### config.mk
export PLATFORM = sky130hd
export DESIGN_NAME = alu_li_driver_flat
export DESIGN_NICKNAME = d
export VERILOG_FILES = /design/src/rtl/alu_li_pkg.sv /design/src/rtl/alu_li_driver_if.sv /design/src/rtl/alu_li_driver_fifo.sv /design/src/rtl/alu_li_driver.sv /design/src/flat_wrapper.sv
export SDC_FILE = /design/constraint.sdc
export NUM_CORES = 1
export LEC_CHECK = 0
export CAP_MARGIN = 30
export CORE_MARGIN = 1
export CORE_UTILIZATION = 64
export DETAILED_ROUTE_END_ITERATION = 8
export DONT_BUFFER_PORTS = 1
export PLACE_DENSITY = 0.92
export SLEW_MARGIN = 30
export SYNTH_ARGS = -nofsm -noshare
export SYNTH_HDL_FRONTEND = slang
export SYNTH_SLANG_ARGS = --single-unit
### constraint.sdc
create_clock -name clk -period 4 [get_ports clk]
set_input_delay 0.8 -clock clk [delete_from_list [all_inputs] [get_ports clk]]
set_output_delay 0.8 -clock clk [all_outputs]
set_load 0.05 [all_outputs]
### src/rtl/alu_li_pkg.sv
// Shared definitions for the latency-insensitive ALU driver and its benches.
package alu_li_pkg;

   localparam logic OP_ADD = 1'b0;
   localparam logic OP_MUL = 1'b1;

   // Float32 constants handy for directed stimulus
   localparam logic [31:0] FP_1 = 32'h3f800000;
   localparam logic [31:0] FP_2 = 32'h40000000;
   localparam logic [31:0] FP_3 = 32'h40400000;

   typedef enum logic [1:0] {
      IDLE  = 2'd0,
      RUN   = 2'd1,
      DRAIN = 2'd2,
      DONE  = 2'd3
   } driver_state_e;

endpackage

### src/rtl/alu_li_driver_if.sv
// Bundle of the command, ALU, result and status signals around the driver.
// master: the driver side.  slave: the environment (source, ALU, consumer).
interface alu_li_driver_if #(
   parameter int WIDTH = 32,
   parameter int CNT_W = 16
);
   logic             start;
   logic [CNT_W-1:0] num_ops;
   logic [WIDTH-1:0] cmd_a;
   logic [WIDTH-1:0] cmd_b;
   logic             cmd_op;
   logic             cmd_valid;
   logic             cmd_ready;
   logic [WIDTH-1:0] alu_a;
   logic [WIDTH-1:0] alu_b;
   logic             alu_op;
   logic             alu_valid;
   logic             alu_ready;
   logic [WIDTH-1:0] alu_result;
   logic             alu_res_valid;
   logic             alu_res_ready;
   logic [WIDTH-1:0] res_data;
   logic             res_valid;
   logic             res_ready;
   logic             busy;
   logic             done;
   logic [CNT_W-1:0] issued_cnt;
   logic [CNT_W-1:0] retired_cnt;
   logic             err;

   modport master (
      input  start, num_ops, cmd_a, cmd_b, cmd_op, cmd_valid,
      input  alu_ready, alu_result, alu_res_valid, res_ready,
      output cmd_ready, alu_a, alu_b, alu_op, alu_valid, alu_res_ready,
      output res_data, res_valid, busy, done, issued_cnt, retired_cnt, err
   );

   modport slave (
      output start, num_ops, cmd_a, cmd_b, cmd_op, cmd_valid,
      output alu_ready, alu_result, alu_res_valid, res_ready,
      input  cmd_ready, alu_a, alu_b, alu_op, alu_valid, alu_res_ready,
      input  res_data, res_valid, busy, done, issued_cnt, retired_cnt, err
   );
endinterface

### src/rtl/alu_li_driver_fifo.sv
// Small synchronous FIFO for ALU results. Storage is flop based, so the head
// word is a register output and a pushed word is visible the next cycle.
module li_fifo #(
   parameter int WIDTH = 32,
   parameter int DEPTH = 4
) (
   input  logic             clk,
   input  logic             rst_n,
   input  logic             push_i,
   input  logic [WIDTH-1:0] wdata_i,
   input  logic             pop_i,
   output logic [WIDTH-1:0] rdata_o,
   output logic             full_o,
   output logic             empty_o
);
   localparam int AW = $clog2(DEPTH);

   logic [WIDTH-1:0] mem_q [DEPTH];
   logic [AW-1:0]    wr_q, rd_q;
   logic [AW:0]      cnt_q;
   logic             push_ok, pop_ok;

   assign full_o  = (cnt_q == (AW+1)'(DEPTH));
   assign empty_o = (cnt_q == '0);
   // Upstream credits keep pushes off a full FIFO; the gate is only a safety net
   assign push_ok = push_i & ~full_o;
   assign pop_ok  = pop_i & ~empty_o;
   assign rdata_o = mem_q[rd_q];

   // Pointer and occupancy bookkeeping; pointers wrap naturally (DEPTH is 2^n)
   always_ff @(posedge clk or negedge rst_n) begin
      if (!rst_n) begin
         wr_q  <= '0;
         rd_q  <= '0;
         cnt_q <= '0;
      end else begin
         if (push_ok) wr_q <= wr_q + 1'b1;
         if (pop_ok)  rd_q <= rd_q + 1'b1;
         case ({push_ok, pop_ok})
            2'b10:   cnt_q <= cnt_q + 1'b1;
            2'b01:   cnt_q <= cnt_q - 1'b1;
            default: cnt_q <= cnt_q;
         endcase
      end
   end

   // Storage write; cleared on reset so the idle head word is deterministic
   always_ff @(posedge clk or negedge rst_n) begin
      if (!rst_n) begin
         for (int i = 0; i < DEPTH; i++) mem_q[i] <= '0;
      end else if (push_ok) begin
         mem_q[wr_q] <= wdata_i;
      end
   end
endmodule

### src/rtl/alu_li_driver.sv
// Initiator for the latency-insensitive ALU: issues a batch of commands under
// a credit limit and returns results in order through an internal FIFO.
module alu_li_driver
   import alu_li_pkg::*;
#(
   parameter int WIDTH   = 32,
   parameter int MAX_OUT = 4,
   parameter int CNT_W   = 16
) (
   input  logic            clk,
   input  logic            reset,
   alu_li_driver_if.master bus
);
   localparam int CR_W = $clog2(MAX_OUT + 1);

   driver_state_e    state_q, state_d;
   logic [CNT_W-1:0] num_q, num_d;
   logic [CNT_W-1:0] issued_q, issued_d;
   logic [CNT_W-1:0] retired_q, retired_d;
   logic [CR_W-1:0]  credits_q, credits_d;
   logic             err_q, err_d;
   logic             start_ok, has_credit, issue, pop, push, bad_res;
   logic             fifo_full, fifo_empty;

   // Issue path is a straight pass-through gated by state and credits
   assign has_credit    = (credits_q != '0);
   assign bus.alu_a     = bus.cmd_a;
   assign bus.alu_b     = bus.cmd_b;
   assign bus.alu_op    = bus.cmd_op;
   assign bus.alu_valid = bus.cmd_valid & (state_q == RUN) & has_credit;
   assign bus.cmd_ready = bus.alu_ready & (state_q == RUN) & has_credit;
   // Credits reserve FIFO space for every in-flight op, so results are never refused
   assign bus.alu_res_ready = reset;

   assign start_ok = (state_q == IDLE) & bus.start;
   assign issue    = bus.alu_valid & bus.alu_ready;
   assign pop      = bus.res_valid & bus.res_ready;
   // A result with nothing outstanding (or while idle) is flagged and dropped
   assign bad_res  = bus.alu_res_valid & ((state_q == IDLE) | (retired_q == issued_q));
   assign push     = bus.alu_res_valid & ~bad_res;

   assign bus.issued_cnt  = issued_q;
   assign bus.retired_cnt = retired_q;
   assign bus.err         = err_q;

   li_fifo #(.WIDTH(WIDTH), .DEPTH(MAX_OUT)) u_fifo (
      .clk     (clk),
      .rst_n   (reset),
      .push_i  (push),
      .wdata_i (bus.alu_result),
      .pop_i   (pop),
      .rdata_o (bus.res_data),
      .full_o  (fifo_full),
      .empty_o (fifo_empty)
   );
   assign bus.res_valid = ~fifo_empty;

   // Counter, credit and error next-state
   always_comb begin
      num_d     = num_q;
      issued_d  = issued_q;
      retired_d = retired_q;
      credits_d = credits_q;
      err_d     = err_q | bad_res;
      if (start_ok) begin
         num_d     = bus.num_ops;
         issued_d  = '0;
         retired_d = '0;
      end else begin
         if (issue) issued_d  = issued_q + 1'b1;
         if (push)  retired_d = retired_q + 1'b1;
      end
      case ({issue, pop})
         2'b10:   credits_d = credits_q - CR_W'(1);
         2'b01:   credits_d = credits_q + CR_W'(1);
         default: credits_d = credits_q;
      endcase
   end

   // Datapath registers
   always_ff @(posedge clk or negedge reset) begin
      if (!reset) begin
         num_q     <= '0;
         issued_q  <= '0;
         retired_q <= '0;
         credits_q <= CR_W'(MAX_OUT);
         err_q     <= 1'b0;
      end else begin
         num_q     <= num_d;
         issued_q  <= issued_d;
         retired_q <= retired_d;
         credits_q <= credits_d;
         err_q     <= err_d;
      end
   end

   // FSM state register
   always_ff @(posedge clk or negedge reset) begin
      if (!reset) state_q <= IDLE;
      else        state_q <= state_d;
   end

   // FSM next state; RUN looks at the post-issue count so it never over-issues
   always_comb begin
      state_d = state_q;
      case (state_q)
         IDLE:    if (bus.start) state_d = (bus.num_ops == '0) ? DONE : RUN;
         RUN:     if (issued_d == num_q) state_d = DRAIN;
         DRAIN:   if ((retired_q == num_q) && fifo_empty) state_d = DONE;
         DONE:    state_d = IDLE;
         default: state_d = IDLE;
      endcase
   end

   // FSM outputs
   always_comb begin
      bus.busy = (state_q == RUN) || (state_q == DRAIN);
      bus.done = (state_q == DONE);
   end
endmodule

### src/flat_wrapper.sv
// flat-port wrapper written by rule: the top's interface ports become plain ports
module alu_li_driver_flat import alu_li_pkg::*;
#(
   parameter int WIDTH   = 32,
   parameter int MAX_OUT = 4,
   parameter int CNT_W   = 16
)
  (clk, reset, bus_start, bus_num_ops, bus_cmd_a, bus_cmd_b, bus_cmd_op, bus_cmd_valid, bus_alu_ready, bus_alu_result, bus_alu_res_valid, bus_res_ready, bus_cmd_ready, bus_alu_a, bus_alu_b, bus_alu_op, bus_alu_valid, bus_alu_res_ready, bus_res_data, bus_res_valid, bus_busy, bus_done, bus_issued_cnt, bus_retired_cnt, bus_err);
  alu_li_driver_if #(.WIDTH(WIDTH), .CNT_W(CNT_W)) bus_i ();
  input  logic clk;
  input  logic reset;
  input wire logic [$bits(bus_i.start)-1:0] bus_start;
  input wire logic [$bits(bus_i.num_ops)-1:0] bus_num_ops;
  input wire logic [$bits(bus_i.cmd_a)-1:0] bus_cmd_a;
  input wire logic [$bits(bus_i.cmd_b)-1:0] bus_cmd_b;
  input wire logic [$bits(bus_i.cmd_op)-1:0] bus_cmd_op;
  input wire logic [$bits(bus_i.cmd_valid)-1:0] bus_cmd_valid;
  input wire logic [$bits(bus_i.alu_ready)-1:0] bus_alu_ready;
  input wire logic [$bits(bus_i.alu_result)-1:0] bus_alu_result;
  input wire logic [$bits(bus_i.alu_res_valid)-1:0] bus_alu_res_valid;
  input wire logic [$bits(bus_i.res_ready)-1:0] bus_res_ready;
  output wire logic [$bits(bus_i.cmd_ready)-1:0] bus_cmd_ready;
  output wire logic [$bits(bus_i.alu_a)-1:0] bus_alu_a;
  output wire logic [$bits(bus_i.alu_b)-1:0] bus_alu_b;
  output wire logic [$bits(bus_i.alu_op)-1:0] bus_alu_op;
  output wire logic [$bits(bus_i.alu_valid)-1:0] bus_alu_valid;
  output wire logic [$bits(bus_i.alu_res_ready)-1:0] bus_alu_res_ready;
  output wire logic [$bits(bus_i.res_data)-1:0] bus_res_data;
  output wire logic [$bits(bus_i.res_valid)-1:0] bus_res_valid;
  output wire logic [$bits(bus_i.busy)-1:0] bus_busy;
  output wire logic [$bits(bus_i.done)-1:0] bus_done;
  output wire logic [$bits(bus_i.issued_cnt)-1:0] bus_issued_cnt;
  output wire logic [$bits(bus_i.retired_cnt)-1:0] bus_retired_cnt;
  output wire logic [$bits(bus_i.err)-1:0] bus_err;
  assign bus_i.start = bus_start;
  assign bus_i.num_ops = bus_num_ops;
  assign bus_i.cmd_a = bus_cmd_a;
  assign bus_i.cmd_b = bus_cmd_b;
  assign bus_i.cmd_op = bus_cmd_op;
  assign bus_i.cmd_valid = bus_cmd_valid;
  assign bus_i.alu_ready = bus_alu_ready;
  assign bus_i.alu_result = bus_alu_result;
  assign bus_i.alu_res_valid = bus_alu_res_valid;
  assign bus_i.res_ready = bus_res_ready;
  assign bus_cmd_ready = bus_i.cmd_ready;
  assign bus_alu_a = bus_i.alu_a;
  assign bus_alu_b = bus_i.alu_b;
  assign bus_alu_op = bus_i.alu_op;
  assign bus_alu_valid = bus_i.alu_valid;
  assign bus_alu_res_ready = bus_i.alu_res_ready;
  assign bus_res_data = bus_i.res_data;
  assign bus_res_valid = bus_i.res_valid;
  assign bus_busy = bus_i.busy;
  assign bus_done = bus_i.done;
  assign bus_issued_cnt = bus_i.issued_cnt;
  assign bus_retired_cnt = bus_i.retired_cnt;
  assign bus_err = bus_i.err;
  alu_li_driver #(.WIDTH(WIDTH), .MAX_OUT(MAX_OUT), .CNT_W(CNT_W)) u_core (.clk(clk), .reset(reset), .bus(bus_i));
endmodule
==> results.md, run 1 <==
* Outcome: complete, but fails checks
* Failing checks: design-rule violations
* Largest net degree at the start of global routing at ~190
* Leak Pwr at around 4.5 nW
* Tot Pwr at between 9 and 10 mW
* Post-CTS sizing at 0
* Met1 Use GR at around 34%
* Max FO, Critical Path at 7
* Worst Skew at 13.9 ps
* Grt met2 use at a little under half
* Register bit total from synthesis at 189
* Routing usage on met3 at 8.56%
* IO Port Bufs at 0
* Root Driver: clkbuf_16
* Vias at between 5000 and 6000
* Total gr overflow at 0
* Startpoint types: flop
* DRT iter0 DRCs at 498
* CTS max path bufs at 2
* Synth Net Count at 923
* Final min period at between 3000 and 4000 ps
* Post-synthesis mux area share at 23.1%
* Xor/xnor share of the synthesized area at 6.25%
* Arrival time worst endpoint at around 3700 ps
* DRC Markers at 40
* Maxcap violations at 0
* Hold_buf cts at 0
* Antenna-violating nets left at 0
* Worst slew margin at approximately two fifths
* Pwr/cell area at about 910 nW/µm²
* Final wirelength at 21.4 mm
* Max Freq at slightly below 300 MHz
* Skew-Pair Late Insertion Delay at between 400 and 500 ps
* Die Width at roughly 120 µm
* VDD IR max at 0.438 mV
* Setup repair after global routing missed its margin: no
* Rows at 44
* Postcts setup bufs at 0
* Mapped Area at between 9000 and 10000 µm²
* DP HPWL at ~15 mm
* Starting Density at approximately two thirds
* CTS tree: built
* Post-layout util at about two thirds
* TNS Setup at 0 ps
* Setup crit end kind: flop
* Total CTS buffers at 17
* Synthesized area per cell at between 10 and 15 µm²
* Crit Path Class: flop to flop
* Post-Synth Adder-Cell Area at around 2.1%
* DR vias/cell at roughly 6.4
* Unique masters post-synth at 54
* EDFF count, synth at 0
* Largest family of logic cells by synthesized area: multiplexers
* Final Net Count at roughly 860
* Die area at between 15000 and 20000 µm²
* CP required at around 4300 ps
* Measured slew at the worst slew-check pin at ~910 ps
* Vias in the first global route at ~6300
* Initial antenna violation count at 1
* Inserted Diodes at 0
* Highest-count cells in the layout ignoring fill and taps: 187 x dfrtp_1, 131 x mux2_2, 64 x nand2_1
* Dominant synthesized flop cell: dfrtp_1
* DR pass1 iterations at 7
* Hold_ws at between 50 and 60 ps
* GRT Total Usage at 29.2%
* Layer with the highest usage: met2
* Cells after synthesis at between 700 and 800
* Average wire per standard cell at around 23 µm
* Die H at about 120 µm
* Final Max Slew Viols at 0
* Worst hold path type: input port to async pin
* Post-synth ARST share at 100%
* CTS clk-pin slew, worst paths at approximately 80 ps
* First-pass GRT wire length at between 30 and 40 mm
* CTS sink count at about 190
* Final GP Congestion at 0.950
* Most common cell after layout, fill and taps aside: dfrtp_1
* # IOs at roughly 260
* Fill count at slightly below 1000
* Synth Area in Compound Gates at 3.00%
* Setup-failing EPs final at 0
* Layout cells sized above 1 at 31.8%
* Final Hold Vio Count at 0
* Core area at 14600 µm²
* Part of the cycle the worst path needs at a little over four fifths
* Sequential share of the synthesized area at around half
* Simple-gate portion of the synthesized area at 8.79%
* Yosys warning total at 0
* Htree depth at 4
* Layout area overhead at 3.88%
sequential cells by signal, indices dropped and copies added (netlist names):
signal	count
u_core.credits_q	3
u_core.bus.issued_cnt	16
u_core.state_q	2
u_core.num_q	16
u_core.u_fifo.cnt_q	3
u_core.u_fifo.wr_q	2
u_core.u_fifo.mem_q	128
u_core.u_fifo.rd_q	2
u_core.bus.err	1
u_core.bus.retired_cnt	16
critical path, stage by stage, from the launching register on:
cell      delay, ps
dfrtp_1         810
nand3_1         320
nor4_1          650
mux2_2          430
xor2_1          140
a2111o_1        340
a221oi_1        220
a31oi_1         180
mux2i_1         160
per-layer routing:
layer	routed length, µm	part of all wire (%)	vias up
met5	10	0.047	-
li1	-	-	2580
met4	853	4.0	2
met3	1830	8.5	78
met1	8190	38	2970
met2	10500	49	273
logic make-up after synthesis:
logic type	Yosys count
flops	189
simple gates	175
mux	167
fa+ha+maj	15
compound gates	42
buf+inv	131
xor+xnor	69
metrics by stage:
stage / cell area, µm² / worst slack (ps) / std cells
2_1_floorplan: 9680 / 986 / 788
3_3_place_gp: 9470 / 741 / 893
3_5_place_dp: 9470 / 659 / 893
4_1_cts: 10100 / 600 / 925
5_1_grt: 10100 / 365 / 925
6_report: 10100 / 602 / 925
Yosys cell counts (5+ instances only):
master | count | area [µm²]
a21oi_1 | 7 | 35.0
and2_1 | 5 | 31.3
buf_1 | 12 | 45.0
buf_2 | 11 | 55.1
buf_4 | 66 | 495
clkbuf_1 | 18 | 67.6
dfrtp_1 | 188 | 4700
ha_1 | 13 | 163
inv_1 | 22 | 82.6
mux2_2 | 131 | 1480
mux4_2 | 32 | 721
nand2_1 | 64 | 240
nand3_1 | 14 | 70.1
nand4_1 | 11 | 68.8
nor2_1 | 33 | 124
nor3_1 | 8 | 40.0
nor4_1 | 17 | 106
o21ai_0 | 12 | 60.1
or3_1 | 5 | 31.3
xnor2_1 | 24 | 210
xor2_1 | 45 | 394
path summary, 6_finish.rpt:
kind,startpoint,endpoint,slack (ps),cells after the start
worst max-delay path,u_core.bus.issued_cnt[2],u_core.state_q[0],600,8
worst min register to register,u_core.u_fifo.cnt_q[2],u_core.u_fifo.cnt_q[2],480,1
worst min-delay path,reset,u_core.bus.retired_cnt[12],50,0
min in group clk,bus_num_ops[9],u_core.num_q[9],460,2
worst max register to register,u_core.bus.issued_cnt[2],u_core.state_q[0],600,8
max in group asynchronous,reset,u_core.credits_q[2],3560,0
area by class of cell:
cell class | count | area (µm²) | share of cell area (%)
inverters | 22 | 82.6 | 0.822
flip-flops and latches | 189 | 4730 | 47.1
repair buffers | 30 | 238 | 2.36
clock inverters | 13 | 131 | 1.31
multi-input cells | 468 | 4190 | 41.6
well taps | 184 | 230 | 2.29
clock buffers | 19 | 453 | 4.51
where the power goes:
| part | internal, mW | switching, mW |
|---|---|---|
| registers | 2.74 | 0.615 |
| logic | 1.60 | 2.55 |
| clock network | 0.906 | 0.776 |
| total | 5.24 | 3.94 |
Note: power is estimated with default switching activity, not from simulation.
==> run 2, diff against run 1 <==
--- a/config.mk
+++ b/config.mk
@@ -7,10 +7,10 @@
 export LEC_CHECK = 0
 export CAP_MARGIN = 30
 export CORE_MARGIN = 1
-export CORE_UTILIZATION = 64
+export CORE_UTILIZATION = 58
 export DETAILED_ROUTE_END_ITERATION = 8
 export DONT_BUFFER_PORTS = 1
-export PLACE_DENSITY = 0.92
+export PLACE_DENSITY = 0.88
 export SLEW_MARGIN = 30
 export SYNTH_ARGS = -nofsm -noshare
 export SYNTH_HDL_FRONTEND = slang
==> constraint.sdc (replaced) <==
create_clock -name clk -period 2.8 [get_ports clk]
set_input_delay 0.56 -clock clk [delete_from_list [all_inputs] [get_ports clk]]
set_output_delay 0.56 -clock clk [all_outputs]
set_load 0.05 [all_outputs]
==> run 2 against run 1 <==
  * Largest power group unchanged
  * Clock power increased by 43%
  * Highest routed layer is now met4
  * Sequential share of layout area is 2.4 points lower
  * Clock-buffer cell count is 2 lower
  * Register-to-register slack worse by 630 ps
  * Via count grew 3.9%
  * First-iteration DRC count shrank 0.40%
  * The run ends with negative hold slack, negative setup slack left
  * Total power grew 46%
  * Clock skew fell by 3.7 ps
  * Core utilization decreased by 2.5 points
  * Critical path depth unchanged
  * Design area is 5.7% higher
==> results.md, run 2 (synthesis gave the netlist of run 1 again) <==
* Outcome: complete, but fails checks (unchanged)
* Failing checks: negative hold slack, negative setup slack (was design-rule violations)
* Largest net degree at the start of global routing at 191 (unchanged)
* Final GP Congestion at 0.942 (was 0.950)
* Average wire per standard cell at 21.9 µm (was 23.1 µm)
* Starting Density at 60.3% (was 66.1%)
* Fill count at 1078 (was 985)
* # IOs at 256 (unchanged)
* GRT Total Usage at 26.1% (was 29.2%)
* Final wirelength at 21.9 mm (was 21.4 mm)
* IO Port Bufs at 0 (unchanged)
* DR pass1 iterations at 6 (was 7)
* Largest Register: u_core.u_fifo.mem_q (unchanged)
* DR vias/cell at 6.15 (was 6.38)
* Part of the cycle the worst path needs at 101% (was 85.0%)
* DP HPWL at 15.1 mm (was 14.7 mm)
* Most common cell after layout, fill and taps aside: dfrtp_1 (unchanged)
* Register area at 4740 µm² (was 4730 µm²)
* Setup WS pre-CTS at -52.2 ps (was 659 ps)
* Setup repair after global routing missed its margin: yes (was no)
* R2R setup slack at -30 ps (was 600 ps)
* Final Net Count at 903 (was 863)
* CTS sink count at 189 (unchanged)
* Total CTS buffers at 17 (unchanged)
* Cells on worst reg2reg path at 8 (unchanged)
* Die Width at 131 µm (was 125 µm)
* DRT iter0 DRCs at 496 (was 498)
* Largest register FFs at 128 (unchanged)
* Setup-failing EPs final at 2 (was 0)
* Initial antenna violation count at 0 (was 1)
* Worst slew margin at 56.6% (was 39.0%)
* Maxcap violations at 0 (unchanged)
* Leak Pwr at 4.79 nW (was 4.52 nW)
* Startpoint types: flop (unchanged)
* Inserted Diodes at 0 (unchanged)
* Arrival time worst endpoint at 3140 ps (was 3710 ps)
* Worst r2r dst: u_core.state_q[1] (was u_core.state_q[0])
* RR Startpoint: u_core.credits_q[2] (was u_core.bus.issued_cnt[2])
* First-pass GRT wire length at 34.7 mm (was 34.3 mm)
* Setup ws final at -31.6 ps (was 602 ps)
* Post-layout util at 66.2% (was 68.6%)
* CTS max path bufs at 2 (unchanged)
* Final min period at 2830 ps (was 3400 ps)
* Total gr overflow at 0 (unchanged)
* Pwr/cell area at 1270 nW/µm² (was 913 nW/µm²)
* Rows at 46 (was 44)
* Die H at 131 µm (was 125 µm)
* Vias at 6136 (was 5903)
* Measured slew at the worst slew-check pin at 645 ps (was 912 ps)
* Final Max Slew Viols at 0 (unchanged)
* Layout area overhead at 9.80% (was 3.88%)
* CTS clk-pin slew, worst paths at 70 ps (was 80 ps)
* Final Hold Vio Count at 188 (was 0)
* Worst Skew at 10.3 ps (was 13.9 ps)
* Area of the multi-input gates at 4380 µm² (was 4190 µm²)
* VDD IR max at 0.623 mV (was 0.438 mV)
* DRC Markers at 0 (was 40)
* Worst hold path type: input port to async pin (unchanged)
* Critical Path Source: u_core.credits_q[2] (was u_core.bus.issued_cnt[2])
* Htree depth at 4 (unchanged)
* Root Driver: clkbuf_16 (unchanged)
* Max Freq at 353 MHz (was 294 MHz)
* Crit Path Class: flop to flop (unchanged)
* Vias in the first global route at 6766 (was 6348)
* Die area at 17200 µm² (was 15600 µm²)
* Skew-Pair Late Insertion Delay at 430 ps (was 440 ps)
* Highest-count cells in the layout ignoring fill and taps: 179 x dfrtp_1, 129 x mux2_2, 68 x buf_4 (was 187 x dfrtp_1, 131 x mux2_2, 64 x nand2_1)
* Hold_ws at -174 ps (was 54.7 ps)
* Layout cells sized above 1 at 39.6% (was 31.8%)
* Antenna-violating nets left at 0 (unchanged)
* CP required at 3110 ps (was 4310 ps)
* Setup crit end kind: flop (unchanged)
* Max FO, Critical Path at 8 (was 7)
* Core area at 16100 µm² (was 14600 µm²)
* CTS tree: built (unchanged)
## run 2: cell count changes in the layout (fill, tap and decap cells not counted), moves of 5 or more
| cell | before | now |
|---|---|---|
| buf_4 | 29 | 68 |
| clkinv_8 | 1 | 6 |
| nor4_1 | 17 | 10 |
| dfrtp_2 | 1 | 9 |
| nor4_2 | 0 | 5 |
| dfrtp_1 | 187 | 179 |
## run 2: stage by stage
step                total power, mW  instances  cell area (µm²)  hold slack [ps]  TNS, ps
detailed placement             10.9        962             9810              273    -98.7
global placement               10.5        962             9810              274        0
global route                   14.1        997            10600             -199     -266
CTS                            13.4        994            10500             -196        0
finish                         13.4        997            10600             -174    -61.4
floorplan                      9.89        788             9710              264        0
## run 2: final cells by class
type	instances	share of cell area, %
Clock inverter	15	1.77
Sequential cell	189	44.6
Inverter	22	0.777
Tap cell	216	2.54
Clock buffer	17	4.00
Multi-Input combinational cell	468	41.2
Timing Repair Buffer	70	5.10
## run 2: critical path, cell delays in order (launching register included)
cell	delay, ps
dfstp_2	560
o31ai_2	80
or4_4	600
or4_4	560
nand3_2	110
o311ai_4	90
nor4_2	340
a31oi_2	210
mux2i_1	160
## run 2: how the worst max path moves through the flow
stage | end | slack (ps)
after floorplan | u_core.u_fifo.cnt_q[2] | 40
after global placement | u_core.state_q[0] | 40
after detailed placement | u_core.state_q[1] | -50
after CTS | u_core.state_q[1] | 40
after global routing | u_core.state_q[0] | -120
final | u_core.state_q[1] | -30
## run 2: routing by layer
layer / part of all wire [%] / up-vias / global-route usage [%]
met5: 0 / - / 0
met4: 2.7 / 0 / 13.1
met3: 6.7 / 54 / 6.79
met2: 52 / 257 / 44.6
met1: 39 / 3167 / 30.3
li1: - / 2658 / -
## run 2: report_power, final
group,leakage (nW),switching [mW],internal [mW]
clock,0.298,1.19,1.22
combinational,2.17,3.85,2.48
sequential,2.32,0.786,3.91
## run 2: timing repair
item / 4_1_cts / 5_1_grt
setup buffers: 0 / 3
endpoints found under the setup margin: 2 / 75
gates cloned: 0 / 0
endpoints found under the hold margin: 189 / 188
pin swaps: 2 / 8
gates resized for setup: 5 / 29
